--- src/rtl/cello_sweep_pkg.sv ---
// Shared types and sizes for the 3-input truth-table sweeper.
package cello_sweep_pkg;
  localparam int NUM_VECTORS = 8;
  localparam int VEC_W       = 3;

  typedef enum logic {
    IDLE  = 1'b0,
    SWEEP = 1'b1
  } sweep_state_e;
endpackage

--- src/rtl/sweep_settle_counter.sv ---
// Settle-window counter: counts 0..SETTLE_CYCLES-1 while enabled, wrapping at terminal count.
module sweep_settle_counter #(
  parameter int SETTLE_CYCLES = 4
) (
  input  logic clk,
  input  logic rst,
  input  logic clr_i,
  input  logic en_i,
  output logic tc_o
);
  localparam logic [7:0] LAST = 8'(SETTLE_CYCLES - 1);

  logic [7:0] cnt_q, cnt_d;

  always_comb begin
    cnt_d = cnt_q;
    if (clr_i) begin
      cnt_d = 8'd0;
    end else if (en_i) begin
      cnt_d = (cnt_q == LAST) ? 8'd0 : cnt_q + 8'd1;
    end
  end

  always_ff @(posedge clk or posedge rst) begin
    if (rst) cnt_q <= 8'd0;
    else     cnt_q <= cnt_d;
  end

  assign tc_o = (cnt_q == LAST);
endmodule

--- src/rtl/truth_table_sweeper.sv ---
// Walks all 8 input vectors of a 3-input circuit, samples its output after a settle
// window per vector and compares the assembled truth-table code to a captured expectation.
module truth_table_sweeper
  import cello_sweep_pkg::*;
#(
  parameter int SETTLE_CYCLES = 4
) (
  input  logic                   clk,
  input  logic                   rst,
  input  logic                   start,
  input  logic                   abort,
  input  logic [NUM_VECTORS-1:0] expected,
  input  logic                   dut_out,
  output logic [VEC_W-1:0]       dut_in,
  output logic                   busy,
  output logic                   done,
  output logic [NUM_VECTORS-1:0] table_q,
  output logic                   match,
  output logic [NUM_VECTORS-1:0] fail_mask
);
  localparam logic [VEC_W-1:0] LAST_IDX = VEC_W'(NUM_VECTORS - 1);

  // start is a level request sampled only in IDLE (no handshake back, no queueing);
  // abort is sampled every SWEEP cycle and outranks the final sample.
  sweep_state_e           state_q, state_d;
  logic [VEC_W-1:0]       idx_q, idx_d;
  logic [NUM_VECTORS-1:0] shadow_q, shadow_d;
  logic [NUM_VECTORS-1:0] exp_q, exp_d;
  logic [NUM_VECTORS-1:0] table_d;
  logic [NUM_VECTORS-1:0] fail_q, fail_d;
  logic                   match_q, match_d;
  logic                   done_q, done_d;
  logic                   tc;

  sweep_settle_counter #(
    .SETTLE_CYCLES(SETTLE_CYCLES)
  ) u_settle (
    .clk  (clk),
    .rst  (rst),
    .clr_i(state_q == IDLE || abort),
    .en_i (state_q == SWEEP),
    .tc_o (tc)
  );

  always_comb begin
    state_d  = state_q;
    idx_d    = idx_q;
    shadow_d = shadow_q;
    exp_d    = exp_q;
    table_d  = table_q;
    fail_d   = fail_q;
    match_d  = match_q;
    done_d   = 1'b0;
    unique case (state_q)
      IDLE: begin
        if (start && !abort) begin
          state_d  = SWEEP;
          idx_d    = '0;
          shadow_d = '0;
          exp_d    = expected;
        end
      end
      SWEEP: begin
        if (abort) begin
          state_d = IDLE;
          idx_d   = '0;
        end else if (tc) begin
          shadow_d[idx_q] = dut_out;
          if (idx_q == LAST_IDX) begin
            state_d = IDLE;
            idx_d   = '0;
            table_d = shadow_d;
            fail_d  = shadow_d ^ exp_q;
            match_d = (shadow_d == exp_q);
            done_d  = 1'b1;
          end else begin
            idx_d = idx_q + VEC_W'(1);
          end
        end
      end
      default: state_d = IDLE;
    endcase
  end

  always_ff @(posedge clk or posedge rst) begin
    if (rst) begin
      state_q  <= IDLE;
      idx_q    <= '0;
      shadow_q <= '0;
      exp_q    <= '0;
      table_q  <= '0;
      fail_q   <= '0;
      match_q  <= 1'b0;
      done_q   <= 1'b0;
    end else begin
      state_q  <= state_d;
      idx_q    <= idx_d;
      shadow_q <= shadow_d;
      exp_q    <= exp_d;
      table_q  <= table_d;
      fail_q   <= fail_d;
      match_q  <= match_d;
      done_q   <= done_d;
    end
  end

  // idx is held at 0 outside a sweep, so it doubles as the circuit input bus.
  assign dut_in    = idx_q;
  assign busy      = (state_q == SWEEP);
  assign done      = done_q;
  assign match     = match_q;
  assign fail_mask = fail_q;
endmodule

--- config.mk ---
export PLATFORM = sky130hd
export DESIGN_NAME = truth_table_sweeper
export DESIGN_NICKNAME = d
export VERILOG_FILES = /design/src/rtl/cello_sweep_pkg.sv /design/src/rtl/sweep_settle_counter.sv /design/src/rtl/truth_table_sweeper.sv
export SDC_FILE = /design/constraint.sdc
export NUM_CORES = 1
export LEC_CHECK = 0
export ABC_AREA = 1
export BUFFER_PORTS_ARGS = -buffer_cell sky130_fd_sc_hd__buf_2
export CAP_MARGIN = 10
export CORE_MARGIN = 2
export CORE_UTILIZATION = 50
export DETAILED_ROUTE_END_ITERATION = 16
export GPL_ROUTABILITY_DRIVEN = 0
export PLACE_DENSITY = 0.71
export SLEW_MARGIN = 20
export SYNTH_ARGS = -nofsm -noshare
export SYNTH_HDL_FRONTEND = slang
export SYNTH_HIERARCHICAL = 1
export SYNTH_SLANG_ARGS = --single-unit
--- constraint.sdc ---
create_clock -name clk -period 2.6 [get_ports clk]
set_input_delay 0.26 -clock clk [delete_from_list [all_inputs] [get_ports clk]]
set_output_delay 0.26 -clock clk [all_outputs]
set_load 0.05 [all_outputs]
## After elaboration in Yosys (flattened, before gate mapping)

Cells that the tools add are included.

- Register bits: 46
- Input port bits: 13
- Logic and storage cells: 56

- Add/sub/neg operators: 2
- Magnitude comparators: 2
- Equality and inequality tests: 7
- Muxes and demuxes: 24
- Bitwise operators: 3
- Reduce and logical (&&, ||, !) cells: 9

Operators by type and width:

| cell | number |
|---|---|
| 8-bit 2-to-1 mux | 6 |
| 8-bit one-hot mux with 2 select lines | 1 |
| 3-bit 2-to-1 mux | 4 |
| 1-bit 2-to-1 mux | 9 |
| 8-bit by 1-bit adder with 8-bit output, second input constant | 1 |
| 8-bit bitwise mux | 1 |
| 8-bit by 2-bit == test with 1-bit output, second input constant | 1 |
| 8-bit == test | 1 |
| 8-bit XOR | 1 |
| 3-bit one-hot mux with 2 select lines | 1 |
| 3-bit by 4-bit less-than comparator with 1-bit output, second input constant | 1 |
| 2-bit by 1-bit != test with 1-bit output, second input constant | 2 |
| 2-bit AND reduction | 2 |
| 4-bit AND reduction | 1 |
| 3-bit by 1-bit adder with 3-bit output, second input constant | 1 |
| 1-bit demux with 3-bit select | 1 |
| 3-bit == test, second input constant | 1 |
| 3-bit by 1-bit greater-or-equal comparator with 1-bit output, second input constant | 1 |
| 3-bit by 2-bit != test with 1-bit output, second input constant | 1 |
| 3-bit AND reduction | 1 |
| 1-bit logical AND | 2 |
| 2-bit != test, second input constant | 1 |
| 1-bit inverter | 2 |
| 1-bit one-hot mux with 2 select lines | 1 |
| other kinds (3) | 3 |

## Longest topological paths before layout

- Depth after elaboration: 8
- Gate-level depth with buffers: 10

## Modules after synthesis

Netlist, hierarchy kept.

Modules (own cells, without submodules):

| module | times used | cells an instance | area an instance (um^2) | seq. area each (um^2) |
|---|---|---|---|---|
| truth_table_sweeper | 1 | 219 | 1845.5 | 950.9 |
| sweep_settle_counter | 1 | 73 | 541.8 | 200.2 |

## Worst setup path after synthesis

OpenSTA, ideal clock, no wires.

- Path type: reg-to-reg
- Start: register u_settle.cnt_q[0]
- End: register fail_q[3], in the netlist fail_mask[3]
- Setup time: 127 ps
- Data arrival time: 1743 ps
- Slack: 730 ps
- Stages on the path, launching flop included: 10
- Clock period less this slack: 1870 ps
- Cells stage by stage: dfrtp_1 -> ha_1 -> inv_1 -> nor4_1 -> nand2_1 -> nor2_8 -> inv_2 -> buf_6 -> nand2_1 -> o21ai_0

- Cells in the longest elaborated chain, start to end: 2

Ends and longest elaborated chain:

| element | line | text |
|---|---|---|
| start: declaration | sweep_settle_counter.sv:13 | `logic [7:0] cnt_q, cnt_d;` |
| start signal: assignment | sweep_settle_counter.sv:26 | `else cnt_q <= cnt_d;` |
| 8-bit by 2-bit == test with 1-bit output | sweep_settle_counter.sv:29 | `assign tc_o = (cnt_q == LAST);` |
| via tc | truth_table_sweeper.sv:33 | `logic tc;` |
| 4-bit AND reduction (no line) | -- |  |
| end signal: assignment | truth_table_sweeper.sv:101 | `fail_q <= fail_d;` |
| end: declaration | truth_table_sweeper.sv:30 | `logic [NUM_VECTORS-1:0] fail_q, fail_d;` |

The timed path passes the listed nets, and every way through them passes these cells.
A chain may end at the register's enable or synchronous reset.

## Worst setup path in the final report

- Start: register u_settle.cnt_q[0]
- End: register table_q[2]

- Cells in the longest elaborated chain, start to end: 2

Ends and longest elaborated chain:

| element | line | text |
|---|---|---|
| 8-bit by 2-bit == test with 1-bit output | sweep_settle_counter.sv:29 |  |
| via tc | truth_table_sweeper.sv:33 |  |
| 4-bit AND reduction (no line) | -- |  |
| end signal: assignment | truth_table_sweeper.sv:100 | `table_q <= table_d;` |
| end: declaration | truth_table_sweeper.sv:17 | `output logic [NUM_VECTORS-1:0] table_q,` |

The timed path passes the listed nets, and every way through them passes these cells.

==> out/qor.yml <==
run_status:
  outcome: "finished clean"
global_route:
  grt_pass1_vias: 1830
  grt_max_degree: 39
  grt_pass1_wl_um: 8720
  grt_util_all_layers_pct: 21.4
  antenna_found_initial: 0
  grt_overflow: 0
sta:
  maxSlewViolCount: 0
  timing.final.crit_share_pct: 82.5
  tns_ps: 0
  max_freq_mhz: 466
  period_minus_slack_ps: 2140
  hold_viol: 0
  tightest_slew_ps: 483
  timing.hold.ws_ps: 196
  max_slew_margin_pct: 67.8
  skew_ps: 6.34
  rsz0062_at_grt: "false"
  setup_viol: 0
final_layout:
  drive_gt1_share_pct: 19.4
  nFillCells: 421
  area_growth_pct: 13.1
  nNetsFinal: 345
  num_antenna_cells: 0
synthesis:
  synth_ff_type: "dfrtp_1"
  ys_top_cells_by_count: "nand2_1, dfrtp_1, inv_1"
  netlist_instances: 292
  ys_warn_count: 6
  yosys.area.top_type: "dfrtp_1"
  synth_cell_types: 25
  avgSynthCellArea_um2: 8.18
  synth_edf_count: 0
  synthesis.area_um2: 2390
  synth-seq-cells: 46
  synthesis.nets: 308
  ys_top_cells_by_area: "dfrtp_1, nand2_1, nand3_1"
  synth_top_area_share_pct: 48.2
  ys_seq_area_share_pct: 48.2
  synth-async-reset-ratio_pct: 100
  synth.most_common_cell: "nand2_1"
critical_path:
  crit_arrival_ps: 2320
  reg2reg_slack_ps: 460
  end_kind: "register"
  start_kind: "register"
  critPathMaxStageDelay_ps: 460
  ff2ff_path_depth: 8
  r2r-start: "u_settle/cnt_q[0]"
  crit_fanout: 25
  slowest_stage: "nor4_1"
  worstPathRequired_ps: 2780
  criticalPathCategory: "reg -> reg"
  cpMostUsedCell: "nand2_1"
  r2r_end: "table_q[2]"
  cp_cell_sequence: "ha_1 > inv_1 > nor4_1 > nand2_1 > nor2_8 > inv_2 > nand2_1 > o21ai_0"
clocking:
  clkTransAtPathRegs_ps: 90
  insertion_delay_ps: 300
  cts.sinks: 46
  htreeDepth: 2
  post_cts_resized: 0
  cts_root_buf: "clkbuf_8"
  cts_inserted_buffers: 5
  cts_tree: "yes"
  clockBufferDepth: 2
  postCtsSetupRepairBufs: 0
floorplanning:
  start_util_pct: 51.2
  fp-row-count: 25
  fp.dieW_um: 73.1
  die_h_um: 73.1
  die_area_um2: 5340
  core_um2: 4660
  pin_count: 35
pwr:
  netSwitchingPower_w: 0.000453
  intPower_w: 0.00111
  swShare_pct: 29.1
  powerDensity_nw_per_um2: 578
  ir_drop_mv: 0.401
  p_seq_share_pct: 50.1
  clkPwrFrac_pct: 34.0
  combinationalPowerShare_pct: 15.9
  p_leak_nw: 1.38
route:
  drc: 0
  wl_per_cell_um: 13.4
  via_count: 2026
  first_pass_iters: 4
  viasPerCell: 5.28
  drt_iter0_drc: 247
  detail-route-antenna-nets: 0
  totalWireLength_um: 5130
flow_run:
  cap_viol_max_count: 0
placed_design:
  post-dp-hpwl_um: 3730
  io_buffers: 34
hold_path:
  min_from: "expected[4]"
  hp-class: "in -> reg"
  holdPathStages: 3
  hold_path_end: "exp_q[4]"
[worst max path at each step]
| stage | slack (ps) | startpoint | endpoint |
|---|---|---|---|
| 6_report | 460 | u_settle/cnt_q[0] | table_q[2] |
| 5_1_grt | 120 | u_settle/cnt_q[0] | fail_mask[3] |
| 3_5_place_dp | 430 | u_settle/cnt_q[0] | fail_mask[3] |
| 3_3_place_gp | 550 | u_settle/cnt_q[0] | table_q[1] |
| 4_1_cts | 420 | u_settle/cnt_q[0] | table_q[2] |
| 2_1_floorplan | 730 | u_settle/cnt_q[0] | fail_mask[3] |
[kinds of logic after synthesis]
kind of cell	Yosys count	share of synthesized area, %
buffers and inverters	45	8.86
adders and majority gates	3	1.57
and+or+nand+nor	156	30.6
xor gates and xnor gates	1	0.367
AOI/OAI and AO/OA	41	10.4
DFF	46	48.2
[power groups by stage]
| stage | combinational [W] | sequential, W | clock [W] |
|---|---|---|---|
| finish | 0.000248 | 0.000781 | 0.000530 |
| global route | 0.000280 | 0.000788 | 0.000575 |
| CTS | 0.000251 | 0.000781 | 0.000545 |
| detailed placement | 0.000249 | 0.000795 | 0 |
| global placement | 0.000246 | 0.000794 | 0 |
| floorplan | 0.000158 | 0.000825 | 0 |
[repair_timing]
action | in CTS | in global routing
endpoints found under the hold margin | 8 | 0
hold buffers | 1 | 0
setup endpoints to repair | 0 | 0
[metal layers]
metal,wire (µm),track usage (%),up-vias
met5,0,0,-
met1,2520,32.8,918
li1,-,-,1043
met3,275,3.59,5
met2,2280,30.0,60
met4,55,8.23,0
[registers in the layout (all words and copies together) (netlist names)]
register        count
busy                1
done                1
shadow_q            8
fail_mask           8
u_settle/cnt_q      8
table_q             8
match               1
exp_q               8
dut_in              3
[layout by cell type, fill, tap and decap left out, types with 3 or more instances in the layout]
master	n
inv_1	32
o21ai_1	6
inv_2	4
a21oi_1	8
clkbuf_8	5
o22ai_1	8
buf_4	4
dfrtp_1	46
nand4_1	19
o21ai_0	8
o21ai_2	6
buf_2	34
nand2_1	76
nand3_1	30
nor2_1	22
a31oi_1	3
ha_1	3
[through the flow]
| stage | setup slack, ps | total power [W] | cells | util [%] | area (µm²) |
|---|---|---|---|---|---|
| 2_1_floorplan | 730 | 0.000984 | 292 | - | 2390 |
| 3_3_place_gp | 555 | 0.00104 | 375 | 55.3 | 2580 |
| 3_5_place_dp | 434 | 0.00104 | 375 | 55.3 | 2580 |
| 4_1_cts | 422 | 0.00158 | 384 | 57.9 | 2700 |
| 5_1_grt | 121 | 0.00164 | 384 | 57.9 | 2700 |
| 6_report | 456 | 0.00156 | 384 | 57.9 | 2700 |
[critical path: cells and delay by family (launching register included)]
family | cells | cell delay (ps)
simple gates | 4 | 1040
compound gates | 1 | 80
flops | 1 | 400
fa+ha+maj | 1 | 180
buf+inv | 2 | 300
[area by class of cell]
cell class / count / area (µm²) / area share (%)
multi-input combinational: 201 / 1020 / 38.0
clock inverter: 2 / 37.5 / 1.39
tap: 54 / 67.6 / 2.50
sequential: 46 / 1150 / 42.7
clock buffer: 6 / 72.6 / 2.69
timing repair buffer: 39 / 210 / 7.79
inverter: 36 / 135 / 5.01
(Power assumes the default switching activity.)
